===== config.mk =====
export PLATFORM = sky130hd
export DESIGN_NAME = i2c_master_ctrl
export DESIGN_NICKNAME = d
export VERILOG_FILES = /design/src/rtl/i2c_master_ctrl.sv
export SDC_FILE = /design/constraint.sdc
export NUM_CORES = 1
export LEC_CHECK = 0
export ABC_AREA = 1
export CAP_MARGIN = 25
export CORE_MARGIN = 5
export CORE_UTILIZATION = 44
export DETAILED_ROUTE_END_ITERATION = 7
export DONT_BUFFER_PORTS = 1
export PLACE_DENSITY = 0.57
export SYNTH_ARGS = -nofsm -noshare
export SYNTH_HDL_FRONTEND = slang
export SYNTH_SLANG_ARGS = --single-unit

===== constraint.sdc =====
create_clock -name clk -period 1.49 [get_ports clk]
set_input_delay 0.149 -clock clk [delete_from_list [all_inputs] [get_ports clk]]
set_output_delay 0.149 -clock clk [all_outputs]
set_load 0.005 [all_outputs]

===== src/rtl/i2c_master_ctrl.sv =====
// Single-byte I2C master: START, address+R/W, ACK, one data byte, ACK/NACK, STOP.
// Each bit period has four quarters of CLK_DIV clocks; SCL is high in q2/q3.
module i2c_master_ctrl #(
    parameter int CLK_DIV = 4
) (
    input  logic       clk,
    input  logic       rst,
    input  logic       start,
    input  logic [6:0] addr,
    input  logic       rw,
    input  logic [7:0] wdata,
    output logic       ready,
    output logic       busy,
    output logic       done,
    output logic [7:0] rdata,
    output logic       ack_err,
    output logic       scl,
    output logic       sda_oe,
    input  logic       sda_i
);

    localparam int DIV_W = $clog2(CLK_DIV);

    typedef enum logic [3:0] {
        S_IDLE, S_START, S_ADDR, S_AACK, S_WRITE, S_WACK, S_READ, S_RACK, S_STOP
    } state_t;

    state_t state, state_next;

    logic [DIV_W-1:0] div_cnt;
    logic [1:0]       qtr;
    logic [2:0]       bit_cnt;
    logic [7:0]       tx_shift;
    logic [7:0]       rx_shift;
    logic [7:0]       wdata_q;
    logic             rw_q;
    logic             sample_q;
    logic             tick;
    logic             sample_pt;
    logic             bit_end;

    assign tick      = (div_cnt == DIV_W'(CLK_DIV - 1));
    assign sample_pt = tick && (qtr == 2'd2);
    assign bit_end   = tick && (qtr == 2'd3);
    assign ready     = (state == S_IDLE);
    assign busy      = !ready;

    always_ff @(posedge clk) begin
        if (rst) state <= S_IDLE;
        else     state <= state_next;
    end

    // Bus levels are decoded from state and quarter so a reset releases both lines at once.
    always_comb begin
        state_next = state;
        scl        = 1'b1;
        sda_oe     = 1'b0;
        case (state)
            S_IDLE: begin
                if (start) state_next = S_START;
            end
            S_START: begin
                sda_oe = qtr[1];
                if (bit_end) state_next = S_ADDR;
            end
            S_ADDR: begin
                scl    = qtr[1];
                sda_oe = !tx_shift[7];
                if (bit_end && bit_cnt == 3'd0) state_next = S_AACK;
            end
            S_AACK: begin
                scl = qtr[1];
                if (bit_end) begin
                    if (sample_q)  state_next = S_STOP;
                    else if (rw_q) state_next = S_READ;
                    else           state_next = S_WRITE;
                end
            end
            S_WRITE: begin
                scl    = qtr[1];
                sda_oe = !tx_shift[7];
                if (bit_end && bit_cnt == 3'd0) state_next = S_WACK;
            end
            S_WACK: begin
                scl = qtr[1];
                if (bit_end) state_next = S_STOP;
            end
            S_READ: begin
                scl = qtr[1];
                if (bit_end && bit_cnt == 3'd0) state_next = S_RACK;
            end
            S_RACK: begin
                scl = qtr[1];
                if (bit_end) state_next = S_STOP;
            end
            S_STOP: begin
                scl    = qtr[1];
                sda_oe = (qtr != 2'd3);
                if (bit_end) state_next = S_IDLE;
            end
            default: state_next = S_IDLE;
        endcase
    end

    // Shifters advance at the end of a bit so the next MSB appears exactly at q0 entry.
    always_ff @(posedge clk) begin
        if (rst) begin
            div_cnt  <= '0;
            qtr      <= 2'd0;
            bit_cnt  <= 3'd0;
            tx_shift <= 8'h00;
            rx_shift <= 8'h00;
            wdata_q  <= 8'h00;
            rw_q     <= 1'b0;
            sample_q <= 1'b0;
            done     <= 1'b0;
            rdata    <= 8'h00;
            ack_err  <= 1'b0;
        end else begin
            done <= 1'b0;
            if (state == S_IDLE) begin
                div_cnt <= '0;
                qtr     <= 2'd0;
                if (start) begin
                    tx_shift <= {addr, rw};
                    wdata_q  <= wdata;
                    rw_q     <= rw;
                    bit_cnt  <= 3'd7;
                    ack_err  <= 1'b0;
                end
            end else begin
                div_cnt <= tick ? '0 : div_cnt + 1'b1;
                if (tick) qtr <= qtr + 2'd1;
                if (sample_pt) begin
                    sample_q <= sda_i;
                    if (state == S_READ) rx_shift <= {rx_shift[6:0], sda_i};
                end
                if (bit_end) begin
                    case (state)
                        S_ADDR, S_WRITE: begin
                            tx_shift <= {tx_shift[6:0], 1'b0};
                            bit_cnt  <= bit_cnt - 3'd1;
                        end
                        S_READ: bit_cnt <= bit_cnt - 3'd1;
                        S_AACK: begin
                            if (sample_q) begin
                                ack_err <= 1'b1;
                            end else begin
                                tx_shift <= wdata_q;
                                bit_cnt  <= 3'd7;
                            end
                        end
                        S_WACK: if (sample_q) ack_err <= 1'b1;
                        S_RACK: rdata <= rx_shift;
                        S_STOP: done  <= 1'b1;
                        default: ;
                    endcase
                end
            end
        end
    end

endmodule

======== After elaboration in Yosys (flattened, before gate mapping) ========
Cells that the tools add are included.
storage, ports and cells
  bits in registers ....................... 47
  bits of input ports ..................... 20
  output and inout port bits .............. 14
  word-level logic and storage cells ...... 95
cells by class
  $add $sub $neg .......................... 3
  reductions and logical operators ........ 28
  eq/ne operators ......................... 21
  bitwise logic cells ..................... 2
  multiplexer cells ....................... 29
operators with widths
  operator               count
  $mux W4                9
  $mux W8                4
  $pmux W4 S8            1
  $eq A4 B3 Y1 const B   4
  $ne A2 B2 Y1 const B   8
  $pmux W8 S2            1
  $mux W3                4
  $reduce_and A4 Y1      3
  $reduce_or A3 Y1       3
  $eq A4 B2 Y1 const B   2
  $reduce_and A8 Y1      1
  $reduce_or A2 Y1       4
  $mux W1                7
  $reduce_or A7 Y1       1
  $eq A2 B2 Y1 const B   3
  $pmux W3 S2            1
  $reduce_and A3 Y1      2
  $reduce_bool A2 Y1     3
  $reduce_bool A3 Y1     2
  $add A2 B1 Y2 const B  2
  $eq A4 B1 Y1 const B   1
  $eq A4 B4 Y1 const B   1
  $logic_not A4 Y1       1
  $reduce_and A2 Y1      2
  9 further kinds        13

======== Depth between registers and ports, before layout ========
  depth after elaboration ................. 5
  gate-level depth with buffers ........... 10
  mapped depth without buffers ............ 10

======== Worst setup path after synthesis ========
No wires, ideal clock.
  path kind ............................... reg-to-reg
  from .................................... register div_cnt[0]
  to ...................................... register tx_shift[1]
  period minus slack after synthesis ...... 1335 ps
  slack ................................... 155 ps
  cell stages (with the launch flop) ...... 11
  buffers on the path ..................... 0
  required time ........................... 1380 ps
  data arrival time ....................... 1225 ps
  setup time .............................. 110 ps
  cell sequence ........................... dfxtp_1 -> ha_1 -> nand2_1 -> inv_1 -> nand2_2 -> nand2_2 -> inv_1 -> nor2_1 -> nand2_1 -> nand2_1 -> nor2_1
between the ends
  word-level cells in the longest chain between the ends .. 4
ends and longest elaborated chain
  element                       RTL line  RTL
  from (decl)                   30        logic [DIV_W-1:0] div_cnt;
  from (signal assigned)        132       div_cnt <= tick ? '0 : div_cnt + 1'b1;
  $eq A2 B2 Y1                  42        assign tick = (div_cnt == DIV_W'(CLK_DIV - 1));
  $logic_and A1 B1 Y1           44        assign bit_end = tick && (qtr == 2'd3);
  $reduce_bool A2 Y1 (no line)  --
  $reduce_and A4 Y1 (no line)   --
  to (signal assigned)          125       tx_shift <= {addr, rw};
  to (signal assigned)          141       tx_shift <= {tx_shift[6:0], 1'b0};
  to (signal assigned)          149       tx_shift <= wdata_q;
  to (decl)                     33        logic [7:0] tx_shift;
No other way between the ends.
A chain may end at the register's enable or synchronous reset.

======== Worst setup path after layout ========
  from .................................... register state[2]
  to ...................................... output port scl
between the ends
  word-level cells in the longest chain between the ends .. 3
  elaborated cells on any way between the ends .. 9
  classes of those cells .................. eq/ne: 7; mux: 1; reduce/logical: 1
ends and longest elaborated chain
  element                                     RTL line  RTL
  from (decl)                                 28        state_t state, state_next;
  from (signal assigned)                      50        else state <= state_next;
  $eq A4 B3 Y1, or another cell as far along  58        case (state)
  $reduce_or A7 Y1 (no line) *                --
  $mux W1 *                                   58
  to (decl)                                   17        output logic scl,
Every way passes the cells marked *; elsewhere a longest branch is shown, timed or not.

==> run metrics <==
Bufs and invs on worst path 1; critical path cell sequence nor2_4, nand3_1, buf_4, o21ai_0, nand2_1; hold slack 0.00111 ns; GR Util All Layers 0.178; Worst Slack Setup Final 0.0750 ns; commonest non-fill, non-tap cell in the layout nand2_1; Placement Setup Slack -0.00817 ns; DRC 0; Area contributors post-synth dfxtp_1 41%, nand2_1 13%, inv_1 7.5%, a21oi_1 6.8%, nand3_1 6.6%; floorplan core area 5070 µm²; Sw Share 0.443; Seq/Total Area, Yosys 0.411; Ports 34; Buffers on Ports 0; share of the synthesized area in the top cell type 0.411; DIE AREA 6750 µm²; final core utilization 0.545; required time of the critical path 1.34 ns; Reg2Reg Setup Slack 0.10 ns; clock power share 0.144; Filler cells 529; Simple-Gate Fraction of Synth Area 0.312; cell count after synthesis 332; setup TNS 0 ns; CTS Buf Count 5; maximum vdd drop 0.000688 V; Ant. Diodes 0; crit path time final 1.41 ns; share of layout cells above drive strength 1 0.194; slowest stage cell, crit path dfxtp_2; dpl cells 410; Syn Area/Cell 6.90 µm²; Mapped Area 2290 µm²; Final Non-Filler Cells 430; initial core utilization 0.451; routability cong. 0.931; Seq cells post-synth 47; logic gate share of total power 0.547; Critical Path Fanout Max 4; Seq pwr share 0.309; Pint 3.00 mW; CTS tree built; final WL 5750 µm; Final Slew Violations 0; vias in the first global route 1996; row count 26; DIE HEIGHT 82.2 µm; leakage 1.22 nW; Synth area leader dfxtp_1; vias per inst 4.90; H-tree Lvls 2; skew final 0.0123 ns; Crit Path Category reg -> out; largest family of logic cells by synthesized area simple AND/OR/NAND/NOR gates; Post-DP HPWL 3900 µm; Crit. End Element output port; global route total overflow 0; most frequent cells in the layout 73 x nand2_1, 42 x inv_1, 41 x dfxtp_1; vias 2106; P_sw 2.39 mW; Max Root-Sink Buffers 2; CTS root buf clkbuf_8; complex-gate fraction of the synthesized area 0.133; Final Hold Viols 0; area delta synth->final 20.6%; Max-slew headroom 0.645; largest net degree at the start of global routing 32; area share of fa/ha/maj cells after synthesis 0.0273; Initial DRC Count 79; clock sinks 47; Routed Antenna Nets 0; # setup viols final 0; pwr dens 1950 nW/µm²; class of the worst hold path in -> reg; total area of sequential cells 948 µm²; Synth Warn # 0; initial antenna violation count 0; Data arrival, critical path 1.27 ns; max-cap check violation count 0; CP peak stage delay 0.37 ns; Synth Net Count 357; top cell family by delay on the critical path simple AND/OR/NAND/NOR gates; Multi-input gate area 1180 µm²; mux cell area share after synthesis 0; DRT Pass-1 Iters 6; CTS clk-pin slew, worst paths 0.09 ns; DR WL/cell 13.4 µm; Final period util 0.950; post-synth cell types 27; clk_lat worst skew 0.30 ns; first-pass GRT wire length 9260 µm; critical path launch point type flip-flop; Slew @ Worst Pin 0.531 ns; Highest Clock Rate 707 MHz; run status complete, no violations; fin nets 384; die width 82.2 µm; post-synthesis xor/xnor area fraction 0.00765
-- worst register-to-register path: cells and delay by family, from the launching register on --
family | cells | cell delay (ns)
DFF | 1 | 0.36
buffers and inverters | 1 | 0.17
and+or+nand+nor | 8 | 0.73
-- Yosys cell counts --
cell type	count
nor2_1	30
nor2_4	3
o21ai_0	25
dfxtp_1	47
buf_2	6
ha_1	5
or2_2	4
clkbuf_1	2
buf_4	1
nand3_1	30
nand2_4	1
nor3_1	2
a21oi_1	31
nand4_1	2
nand3_4	1
clkinv_1	1
nor2_2	1
xnor2_1	2
buf_6	2
and3_1	1
inv_1	46
nand2_1	79
o21ai_1	3
o221ai_1	1
nand3_2	2
buf_1	2
nand2_2	2
-- repair_timing --
action / 4_1_cts / 5_1_grt
gates cloned: 0 / 1
gates resized for setup: 6 / 22
buffers inserted: 3 / 2
endpoints found under the hold margin: 12 / 0
hold buffers: 6 / 0
pin swaps: 1 / 4
setup endpoints to repair: 10 / 21
-- power groups by stage --
| stage | clock, mW | sequential [mW] | combinational, mW |
|---|---|---|---|
| after global routing | 0.844 | 1.69 | 3.33 |
| after floorplan | 0 | 1.65 | 1.88 |
| final | 0.775 | 1.67 | 2.95 |
| after CTS | 0.790 | 1.65 | 2.76 |
| after global placement | 0 | 1.66 | 2.57 |
| after detailed placement | 0 | 1.68 | 2.58 |
-- per-layer routing --
metal	global-route usage	share of wire
met3	0.0553	0.072
met5	0	0
met4	0.0515	0.0017
met1	0.227	0.45
met2	0.291	0.48
-- worst paths after layout --
| kind | startpoint | endpoint | cells after the start |
|---|---|---|---|
| max | state[2] | scl | 5 |
| min | wdata[7] | wdata_q[7] | 2 |
| max reg2reg | state[0] | state[1] | 9 |
| min reg2reg | div_cnt[0] | div_cnt[0] | 1 |
-- registers in the layout, indices dropped and copies added, names as in the netlist, 2 cells and up --
register,cells
rdata,8
tx_shift,8
qtr,2
div_cnt,2
wdata_q,8
state,4
bit_cnt,3
rx_shift,8
-- per-stage QoR --
stage / instance area [µm²] / total power [mW]
floorplan: 2290 / 3.53
global placement: 2490 / 4.23
detailed placement: 2490 / 4.25
CTS: 2670 / 5.20
global route: 2760 / 5.86
finish: 2760 / 5.39
-- cell families after synthesis --
kind of cell | Yosys count
AOI/OAI and AO/OA | 60
xor gates and xnor gates | 2
adders and majority gates | 5
buffers and inverters | 60
DFF | 47
and+or+nand+nor | 158
-- final cells by class --
class | count | share of cell area
Sequential cell | 47 | 0.343
Multi-Input combinational cell | 226 | 0.428
Inverter | 47 | 0.0652
Clock buffer | 6 | 0.0263
Timing Repair Buffer | 32 | 0.101
Clock inverter | 2 | 0.00453
Tap cell | 70 | 0.0317
(Power assumes the default switching activity.)
